<file path="src/rtl/mem_pkg.sv">
`default_nettype none
// ------------------------------------------------------------------
// mem_pkg : shared encodings, FSM states and lane helpers for MEM stage
// Rev 1.0
// ------------------------------------------------------------------
package mem_pkg;

  localparam logic [1:0] SZ_BYTE = 2'b00;
  localparam logic [1:0] SZ_HALF = 2'b01;
  localparam logic [1:0] SZ_WORD = 2'b10;

  localparam int DEFAULT_TIMEOUT = 255;

  typedef enum logic [1:0] {
    IDLE = 2'd0,
    BUSY = 2'd1,
    DONE = 2'd2
  } mau_state_e;

  // Reserved size 2'b11 behaves as a word everywhere.
  function automatic logic is_misaligned(input logic [1:0] size, input logic [1:0] off);
    logic mis;
    case (size)
      SZ_BYTE: mis = 1'b0;
      SZ_HALF: mis = off[0];
      default: mis = (off != 2'b00);
    endcase
    return mis;
  endfunction

  function automatic logic [3:0] lane_enables(input logic       is_store,
                                              input logic [1:0] size,
                                              input logic [1:0] off);
    logic [3:0] be;
    if (!is_store) begin
      be = 4'b1111;
    end else begin
      case (size)
        SZ_BYTE: be = 4'b0001 << off;
        SZ_HALF: be = off[1] ? 4'b1100 : 4'b0011;
        default: be = 4'b1111;
      endcase
    end
    return be;
  endfunction

  function automatic logic [31:0] lane_replicate(input logic [1:0]  size,
                                                 input logic [31:0] data);
    logic [31:0] w;
    case (size)
      SZ_BYTE: w = {4{data[7:0]}};
      SZ_HALF: w = {2{data[15:0]}};
      default: w = data;
    endcase
    return w;
  endfunction

endpackage
`default_nettype wire

</file>
<file path="src/rtl/mem_access_unit_if.sv">
`default_nettype none
// ------------------------------------------------------------------
// mem_access_unit_if : data-memory req/ack bus
// Rev 1.0
// ------------------------------------------------------------------
interface mem_access_unit_if;

  logic        dmem_req;
  logic        dmem_we;
  logic [31:0] dmem_addr;
  logic [3:0]  dmem_be;
  logic [31:0] dmem_wdata;
  logic        dmem_ack;
  logic [31:0] dmem_rdata;

  modport master (
    output dmem_req,
    output dmem_we,
    output dmem_addr,
    output dmem_be,
    output dmem_wdata,
    input  dmem_ack,
    input  dmem_rdata
  );

  modport slave (
    input  dmem_req,
    input  dmem_we,
    input  dmem_addr,
    input  dmem_be,
    input  dmem_wdata,
    output dmem_ack,
    output dmem_rdata
  );

endinterface
`default_nettype wire

</file>
<file path="src/rtl/load_align.sv">
`default_nettype none
// ------------------------------------------------------------------
// load_align : lane select and sign/zero extension of load data
// Rev 1.0
// ------------------------------------------------------------------
module load_align
  import mem_pkg::*;
(
  input  logic [31:0] rdata_i,
  input  logic [1:0]  addr_i,
  input  logic [1:0]  size_i,
  input  logic        unsigned_i,
  output logic [31:0] result_o
);

  logic [7:0]  byte_sel;
  logic [15:0] half_sel;

  always_comb begin
    case (addr_i)
      2'd0:    byte_sel = rdata_i[7:0];
      2'd1:    byte_sel = rdata_i[15:8];
      2'd2:    byte_sel = rdata_i[23:16];
      default: byte_sel = rdata_i[31:24];
    endcase
    half_sel = addr_i[1] ? rdata_i[31:16] : rdata_i[15:0];
  end

  always_comb begin
    case (size_i)
      SZ_BYTE: result_o = {{24{byte_sel[7]  & ~unsigned_i}}, byte_sel};
      SZ_HALF: result_o = {{16{half_sel[15] & ~unsigned_i}}, half_sel};
      default: result_o = rdata_i;
    endcase
  end

endmodule
`default_nettype wire

</file>
<file path="src/rtl/mem_access_unit.sv">
`default_nettype none
// ------------------------------------------------------------------
// mem_access_unit : MEM-stage load/store bus controller with stall
// Rev 1.0
// ------------------------------------------------------------------
module mem_access_unit
  import mem_pkg::*;
#(
  parameter int TIMEOUT = DEFAULT_TIMEOUT,
  parameter int CNT_W   = 8
) (
  input  logic                     clk,
  input  logic                     rst_n,
  input  logic                     MemreadM,
  input  logic                     MemwriteM,
  input  logic [1:0]               SizeM,
  input  logic                     UnsignedM,
  input  logic [31:0]              ALUoutM,
  input  logic [31:0]              WritedataM,
  mem_access_unit_if.master        dmem,
  output logic                     StallM,
  output logic [31:0]              ReaddataM,
  output logic                     AlignErrM,
  output logic                     BusErrM
);

  mau_state_e       state_q;
  logic [CNT_W-1:0] cnt_q;
  logic             we_q;
  logic [31:0]      addr_q;
  logic [3:0]       be_q;
  logic [31:0]      wdata_q;
  logic [1:0]       off_q;
  logic [1:0]       size_q;
  logic             uns_q;
  logic [31:0]      readdata_q;
  logic             align_err_q;
  logic             bus_err_q;

  logic             mem_op_d;
  logic             misalign_d;
  logic [3:0]       be_d;
  logic [31:0]      wdata_d;
  logic [31:0]      load_data_d;
  logic             timeout_d;

  assign mem_op_d   = MemreadM | MemwriteM;
  assign misalign_d = is_misaligned(SizeM, ALUoutM[1:0]);
  assign be_d       = lane_enables(MemwriteM, SizeM, ALUoutM[1:0]);
  assign wdata_d    = lane_replicate(SizeM, WritedataM);
  assign timeout_d  = (cnt_q == CNT_W'(TIMEOUT - 1));

  load_align u_load_align (
    .rdata_i    (dmem.dmem_rdata),
    .addr_i     (off_q),
    .size_i     (size_q),
    .unsigned_i (uns_q),
    .result_o   (load_data_d)
  );

  always_ff @(posedge clk or negedge rst_n) begin
    if (!rst_n) begin
      state_q     <= IDLE;
      cnt_q       <= '0;
      we_q        <= 1'b0;
      addr_q      <= '0;
      be_q        <= '0;
      wdata_q     <= '0;
      off_q       <= '0;
      size_q      <= '0;
      uns_q       <= 1'b0;
      readdata_q  <= '0;
      align_err_q <= 1'b0;
      bus_err_q   <= 1'b0;
    end else begin
      align_err_q <= 1'b0;
      bus_err_q   <= 1'b0;
      case (state_q)
        IDLE: begin
          readdata_q <= '0;
          if (mem_op_d) begin
            if (misalign_d) begin
              align_err_q <= 1'b1;
              state_q     <= DONE;
            end else begin
              we_q    <= MemwriteM;
              addr_q  <= {ALUoutM[31:2], 2'b00};
              be_q    <= be_d;
              wdata_q <= wdata_d;
              off_q   <= ALUoutM[1:0];
              size_q  <= SizeM;
              uns_q   <= UnsignedM;
              cnt_q   <= '0;
              state_q <= BUSY;
            end
          end
        end
        BUSY: begin
          if (dmem.dmem_ack) begin
            readdata_q <= we_q ? 32'h0 : load_data_d;
            cnt_q      <= '0;
            state_q    <= DONE;
          end else if (timeout_d) begin
            readdata_q <= '0;
            bus_err_q  <= 1'b1;
            cnt_q      <= '0;
            state_q    <= DONE;
          end else begin
            cnt_q <= cnt_q + CNT_W'(1);
          end
        end
        DONE: begin
          // Unconditional return to IDLE keeps a still-present op from re-issuing.
          readdata_q <= '0;
          state_q    <= IDLE;
        end
        default: begin
          state_q <= IDLE;
        end
      endcase
    end
  end

  assign dmem.dmem_req   = (state_q == BUSY);
  assign dmem.dmem_we    = we_q;
  assign dmem.dmem_addr  = addr_q;
  assign dmem.dmem_be    = be_q;
  assign dmem.dmem_wdata = wdata_q;

  // Gated by rst_n so the stall drops with reset even while an op is presented.
  assign StallM    = rst_n & (((state_q == IDLE) & mem_op_d) | (state_q == BUSY));
  assign ReaddataM = readdata_q;
  assign AlignErrM = align_err_q;
  assign BusErrM   = bus_err_q;

endmodule
`default_nettype wire

</file>
<file path="src/flat_wrapper.sv">
// flat-port wrapper written by rule: the top's interface ports become plain ports
module mem_access_unit_flat import mem_pkg::*;
#(
  parameter int TIMEOUT = DEFAULT_TIMEOUT,
  parameter int CNT_W   = 8
)
  (clk, rst_n, MemreadM, MemwriteM, SizeM, UnsignedM, ALUoutM, WritedataM, StallM, ReaddataM, AlignErrM, BusErrM, dmem_dmem_req, dmem_dmem_we, dmem_dmem_addr, dmem_dmem_be, dmem_dmem_wdata, dmem_dmem_ack, dmem_dmem_rdata);
  mem_access_unit_if dmem_i ();
  input  logic clk;
  input  logic rst_n;
  input  logic MemreadM;
  input  logic MemwriteM;
  input  logic [1:0] SizeM;
  input  logic UnsignedM;
  input  logic [31:0] ALUoutM;
  input  logic [31:0] WritedataM;
  output logic StallM;
  output logic [31:0] ReaddataM;
  output logic AlignErrM;
  output logic BusErrM;
  output wire logic [$bits(dmem_i.dmem_req)-1:0] dmem_dmem_req;
  output wire logic [$bits(dmem_i.dmem_we)-1:0] dmem_dmem_we;
  output wire logic [$bits(dmem_i.dmem_addr)-1:0] dmem_dmem_addr;
  output wire logic [$bits(dmem_i.dmem_be)-1:0] dmem_dmem_be;
  output wire logic [$bits(dmem_i.dmem_wdata)-1:0] dmem_dmem_wdata;
  input wire logic [$bits(dmem_i.dmem_ack)-1:0] dmem_dmem_ack;
  input wire logic [$bits(dmem_i.dmem_rdata)-1:0] dmem_dmem_rdata;
  assign dmem_dmem_req = dmem_i.dmem_req;
  assign dmem_dmem_we = dmem_i.dmem_we;
  assign dmem_dmem_addr = dmem_i.dmem_addr;
  assign dmem_dmem_be = dmem_i.dmem_be;
  assign dmem_dmem_wdata = dmem_i.dmem_wdata;
  assign dmem_i.dmem_ack = dmem_dmem_ack;
  assign dmem_i.dmem_rdata = dmem_dmem_rdata;
  mem_access_unit #(.TIMEOUT(TIMEOUT), .CNT_W(CNT_W)) u_core (.clk(clk), .rst_n(rst_n), .MemreadM(MemreadM), .MemwriteM(MemwriteM), .SizeM(SizeM), .UnsignedM(UnsignedM), .ALUoutM(ALUoutM), .WritedataM(WritedataM), .dmem(dmem_i), .StallM(StallM), .ReaddataM(ReaddataM), .AlignErrM(AlignErrM), .BusErrM(BusErrM));
endmodule
</file>
<file path="config.mk">
export PLATFORM = sky130hd
export DESIGN_NAME = mem_access_unit_flat
export DESIGN_NICKNAME = d
export VERILOG_FILES = /design/src/rtl/mem_pkg.sv /design/src/rtl/mem_access_unit_if.sv /design/src/rtl/load_align.sv /design/src/rtl/mem_access_unit.sv /design/src/flat_wrapper.sv
export SDC_FILE = /design/constraint.sdc
export NUM_CORES = 1
export LEC_CHECK = 0
export BUFFER_PORTS_ARGS = -buffer_cell sky130_fd_sc_hd__buf_4
export CAP_MARGIN = 15
export CORE_MARGIN = 3
export CORE_UTILIZATION = 30
export DETAILED_ROUTE_END_ITERATION = 8
export GPL_ROUTABILITY_DRIVEN = 0
export PLACE_DENSITY_LB_ADDON = 0.3
export SETUP_SLACK_MARGIN = 0.1
export SLEW_MARGIN = 20
export SYNTH_ARGS = -nofsm -noshare
export SYNTH_HDL_FRONTEND = slang
export SYNTH_SLANG_ARGS = --single-unit
</file>
<file path="constraint.sdc">
create_clock -name clk -period 2.65 [get_ports clk]
set_clock_uncertainty 0.1 [all_clocks]
set_input_delay 0.265 -clock clk [delete_from_list [all_inputs] [get_ports clk]]
set_output_delay 0.265 -clock clk [all_outputs]
set_load 0.01 [all_outputs]
</file>
Word-level counts from Yosys, hierarchy flattened
Index checks and enable logic that the tools add are counted.
W data, S select, Z words.
{"block": "op_classes", "add_sub_neg": 1, "eq_ne": 10, "shifts": 1, "mux": 28, "bitwise_logic": 8, "reduce_logical": 12}
{"op": "$pmux W32 S2", "n": 3}
{"op": "$mux W32", "n": 3}
{"op": "$mux W8", "n": 4}
{"op": "$pmux W8 S3", "n": 1}
{"op": "$mux W16", "n": 1}
{"op": "$pmux W8 S2", "n": 1}
{"op": "$add A8 B1 Y8 const B", "n": 1}
{"op": "$eq A2 B1 Y1 const B", "n": 4}
{"op": "$eq A8 B8 Y1 const B", "n": 1}
{"op": "$logic_not A2 Y1", "n": 4}
{"op": "$mux W2", "n": 4}
{"op": "$mux W4", "n": 2}
{"op": "$pmux W4 S2", "n": 1}
{"op": "$mux W1", "n": 6}
{"op": "$reduce_and A3 Y1", "n": 2}
{"op": "$reduce_bool A2 Y1", "n": 3}
{"op": "$and A1 B1 Y1", "n": 4}
{"op": "$eq A2 B2 Y1 const B", "n": 2}
{"op": "$pmux W2 S2", "n": 1}
{"op": "$reduce_and A2 Y1", "n": 2}
{"op": "$shl A1 B2 Y4 const A", "n": 1}
{"op": "$ne A3 B1 Y1 const B", "n": 1}
{"op": "$ne A2 B1 Y1 const B", "n": 1}
{"op": "$ne A2 B2 Y1 const B", "n": 1}
{"op": "4 further kinds", "n": 6}
{"block": "totals", "register_bits": 116, "input_bits": 104, "output_inout_bits": 105, "word_cells": 72}

Longest topological paths before layout
{"block": "depth", "word_depth": 7, "depth_mapped": 7}

Modules after synthesis
Synthesis repeated with hierarchy kept, for this count alone.
{"block": "unflattened", "cells_unflattened": 566, "hier_area_um2": 5954.5}
{"module": "mem_access_unit", "instances": 1, "cells_per_inst": 451, "area_each_um2": 5108.6, "seq_area_each_um2": 2902.8}
{"module": "load_align", "instances": 1, "cells_per_inst": 115, "area_each_um2": 845.8, "seq_area_each_um2": 0.0}

Worst setup path before layout
OpenSTA, ideal clock, no wires.
{"block": "synth_path", "kind": "reg2reg", "from": "register u_core.size_q[0]", "to": "register u_core.readdata_q[27] (netlist: u_core.ReaddataM[27])", "arrival_time_ps": 1752, "required_ps": 2486, "setup_slack_ps": 733, "stages_incl_launch_ff": 6, "n_path_buf": 1, "cell_sequence": "dfrtp_1 -> or3b_1 -> a32o_2 -> a2111oi_4 -> buf_6 -> a221o_2"}
{"block": "synth_between", "elab_chain_len": 5, "elab_cells_between_ends": 6, "cone_classes": "eq/ne: 1; mux: 4; reduce/logical: 1"}
{"item": "start, declared", "line_no": "mem_access_unit.sv:34", "text": "logic [1:0] size_q;"}
{"item": "start signal, assigned", "line_no": "mem_access_unit.sv:91", "text": "size_q <= SizeM;"}
{"item": "$eq A2 B1 Y1 or $logic_not A2 Y1 (tied branches)", "line_no": "load_align.sv:30", "text": "case (size_i)"}
{"item": "$pmux W32 S2 (*)", "line_no": "load_align.sv:30"}
{"item": "$mux W32 (*)", "line_no": "mem_access_unit.sv:100", "text": "readdata_q <= we_q ? 32'h0 : load_data_d;"}
{"item": "$mux W32 (*)", "line_no": "mem_access_unit.sv:99", "text": "if (dmem.dmem_ack) begin"}
{"item": "$pmux W32 S2 (*)", "line_no": "mem_access_unit.sv:78", "text": "case (state_q)"}
{"item": "end signal, assigned", "line_no": "mem_access_unit.sv:100"}
{"item": "end, declared", "line_no": "mem_access_unit.sv:36", "text": "logic [31:0] readdata_q;"}
Mark *: on every way between the ends. The rest lies on a longest branch, timed or not.
A chain may end at the register's enable or synchronous reset.

Final worst setup path
{"block": "layout_path", "from": "input dmem_dmem_ack", "to": "register u_core.readdata_q[11] (netlist: u_core.ReaddataM[11])"}
{"block": "layout_between", "elab_chain_len": 2, "elab_cells_between_ends": 4, "cone_classes": "eq/ne: 1; mux: 2; reduce/logical: 1"}
{"item": "start, declared", "line_no": "flat_wrapper.sv:26", "text": "input wire logic [$bits(dmem_i.dmem_ack)-1:0] dmem_dmem_ack;"}
{"item": "$mux W32 or $ne A3 B1 Y1 (tied branches)"}
{"item": "$pmux W32 S2 or $reduce_and A2 Y1 (tied branches)"}
Several ways; a longest one is shown, not always the timed one.

==> impl_metrics.ini <==
[run_status]
status = complete, no violations

[clocking]
cts_htree_levels = 4
cts_resized = 0
cts_setup_buffers = 0
cts_sinks = 116
clockBufferDepth = 2
clkLatencyLatePin_ns = 0.41
clockRootBuffer = clkbuf_16
cts_hold_buffers = 48
cts_tree = done
cts_buffers = 17
path_clk_slew_ns = 0.05

[grt]
use_met2 = 0.264
grt_max_degree = 117
grt_pass1_vias = 5013
grt_use_met3 = 0.0731
top_usage_layer = met2
grt_util_met1 = 0.208
grt_pass1_wl_um = 26300
grt_antenna_before_repair = 0
grt_overflow = 0
grt_use_total = 0.167

[logic_synthesis]
yosys_most_used_dff = dfrtp_1
seq_area_frac_synth = 0.537
netlist_area_mm2 = 0.00540
synth_warnings = 0
synth_edf_count = 0
ys_ff_latch = 116
synth_top_area_cell = dfrtp_1
synth_commonest_cells = dfrtp_1 (116), o21ai_0 (51), mux2_2 (47)
synthTopCellsByArea = dfrtp_1 (54%), mux2_2 (9.8%), o21ai_0 (4.7%), mux2i_1 (4.4%), a21oi_1 (2.9%)
synthCells = 474
ys_types = 53
synth.top_cell.area_share = 0.537
async_flop_share = 1.00
synth_area_per_cell_um2 = 11.4
yosys.cell_count.top_type = dfrtp_1

[detailed_routing]
vias = 4677
drt-wirelength-per-cell_um = 16.9
drc = 0
vias_per_cell = 4.88
ant_nets = 0
dr.first_iter.drc_count = 220
firstDrtPassIters = 4
drt_wl_total_um = 16200

[worst_setup_path]
crit_family = simple AND/OR/NAND/NOR gates
crit_path_cell_trace = dlygate4sd3_1 > buf_4 > or4bb_1 > nor4_1 > and2_1 > a211o_1
crit_cells = 6
cp-endpoint = u_core.ReaddataM[11]
reg2reg_from = u_core.size_q[0]
crit_buf_inv = 2
end_kind = register
crit_path_start_kind = primary input
timing.rr.end = u_core.ReaddataM[17]
path_class = primary input to register
worstPathMaxFanout = 10
crit_path_max_incr_delay_ns = 0.70
rr_worst_depth = 5
cpMaxStageDelayCell = or4bb_1
worst_ep_required_time_ns = 2.89
critical_path_arrival_ns = 2.37
reg2reg_slack_ns = 0.53
critPathLaunch = dmem_dmem_ack

[sta]
max_slew_margin = 0.379
hold_viol = 0
tns_ns = 0
final-setup-viol-count = 0
worst_pin_slew_ns = 0.931
max_freq_mhz = 469
rsz0062_at_grt = false
period_share = 0.805
drv_slew = 0
layout_min_cycle_time_ns = 2.13

[power]
vdd_ir_drop_max_v = 0.000429
p_sw_uw = 2700
p_int_uw = 5350
swShare = 0.335
clkPwrFrac = 0.266
seqPwrFrac = 0.365
power.density_mw_per_mm2 = 981
pwr-share-comb = 0.369
leakage_uw = 0.00394

[floorplan]
die_w_um = 140
rows = 48
start_util = 0.309
pin_count = 209
core_mm2 = 0.0175
die_h_um = 140
dieArea_mm2 = 0.0197

[layout]
fillers = 1619
drive_gt1_frac = 0.418
seq_area_mm2 = 0.00290
multi_input_area_mm2 = 0.00232
area_delta_synth_final_pct = 51.9
design_area_mm2 = 0.00821
num_antenna_cells = 0
fin_nets = 829

[run]
drv_cap = 0

[min_path]
hold_path_class = primary input to register

[placed_design]
port_buffers = 206
dp_hpwl_um = 11800
post_dp_cell_area_mm2 = 0.00718
metrics by stage:
stage | util | hold WS [ns] | instances | power [µW] | setup WS, ns
2_1_floorplan | - | -0.131 | 475 | 4390 | 0.733
3_3_place_gp | 0.411 | 0.341 | 881 | 5820 | 0.600
3_5_place_dp | 0.411 | 0.354 | 881 | 5910 | 0.542
4_1_cts | 0.470 | 0.00276 | 959 | 8170 | 0.532
5_1_grt | 0.470 | 0.0123 | 959 | 8610 | 0.425
6_report | 0.470 | 0.0256 | 959 | 8050 | 0.518
cells in the final DEF (no fill, tap or decap), types with 2 or more instances in the layout:
| cell type | count |
|---|---|
| a221o_2 | 10 |
| nor2_1 | 11 |
| o2bb2ai_1 | 6 |
| o31ai_1 | 2 |
| mux2i_1 | 24 |
| a21oi_1 | 31 |
| or3b_1 | 2 |
| mux2_2 | 47 |
| o21a_1 | 2 |
| nand4_1 | 3 |
| a221o_1 | 6 |
| or4_1 | 2 |
| ha_1 | 2 |
| inv_1 | 6 |
| dfrtp_1 | 116 |
| o21ai_0 | 51 |
| or3_1 | 5 |
| clkbuf_16 | 17 |
| clkbuf_8 | 3 |
| buf_4 | 214 |
| o22ai_1 | 2 |
| nand2b_1 | 4 |
| dlygate4sd3_1 | 48 |
| a211o_1 | 14 |
| conb_1 | 2 |
| nor3_1 | 2 |
| a211oi_1 | 2 |
| nand3b_1 | 6 |
| and2_1 | 2 |
| nand3_1 | 2 |
| nor2b_1 | 10 |
| nand2_1 | 41 |
| clkinvlp_4 | 3 |
| buf_12 | 2 |
| clkinv_2 | 4 |
| and3b_1 | 8 |
state kept, by name, summed over array words and instances, names as in the netlist:
name	count
u_core.BusErrM	1
u_core.dmem.dmem_addr	30
u_core.dmem.dmem_be	4
u_core.AlignErrM	1
u_core.ReaddataM	32
u_core.off_q	2
u_core.size_q	2
u_core.dmem.dmem_wdata	32
u_core.uns_q	1
u_core.cnt_q	8
u_core.dmem.dmem_we	1
u_core.state_q	2
power by group through the flow:
| stage | Combinational [µW] | Sequential (µW) | Clock, µW |
|---|---|---|---|
| 6_report | 2970 | 2940 | 2140 |
| 4_1_cts | 3020 | 2940 | 2200 |
| 5_1_grt | 3260 | 3050 | 2300 |
| 3_5_place_dp | 2960 | 2950 | 0 |
| 2_1_floorplan | 1330 | 3060 | 0 |
| 3_3_place_gp | 2910 | 2910 | 0 |
routing by layer:
layer  vias to the layer above  wire length (µm)
met5                         -                 0
met4                         0               252
met3                        18              1650
met2                       206              7440
met1                      2212              6880
li1                       2241                 -
cells by family after synthesis:
kind of cell             synth area share
AO/OA/AOI/OAI                       0.173
flip-flops                          0.537
AND/OR/NAND/NOR                     0.105
multiplexers                        0.147
buffers and inverters              0.0333
adder cells (fa/ha/maj)           0.00463
other                            0.000694
worst min path at each step:
stage	to	cells past startpoint	start	slack [ns]
floorplan	u_core.AlignErrM	0	rst_n	-0.13
global placement	u_core.dmem.dmem_wdata[29]	2	rst_n	0.34
detailed placement	u_core.ReaddataM[15]	2	rst_n	0.35
CTS	u_core.dmem.dmem_wdata[3]	2	WritedataM[3]	0.003
global route	u_core.dmem.dmem_wdata[3]	2	WritedataM[3]	0.01
finish	u_core.dmem.dmem_wdata[5]	2	WritedataM[5]	0.03
area by class of cell:
cell class / instances / share of cell area
clock buffers: 21 / 0.0573
clock inverters: 9 / 0.00991
inverters: 6 / 0.00274
multi-input cells: 318 / 0.283
flip-flops and latches: 116 / 0.354
well taps: 225 / 0.0343
repair buffers: 264 / 0.259
No activity file was read; power rests on OpenSTA's default activity.
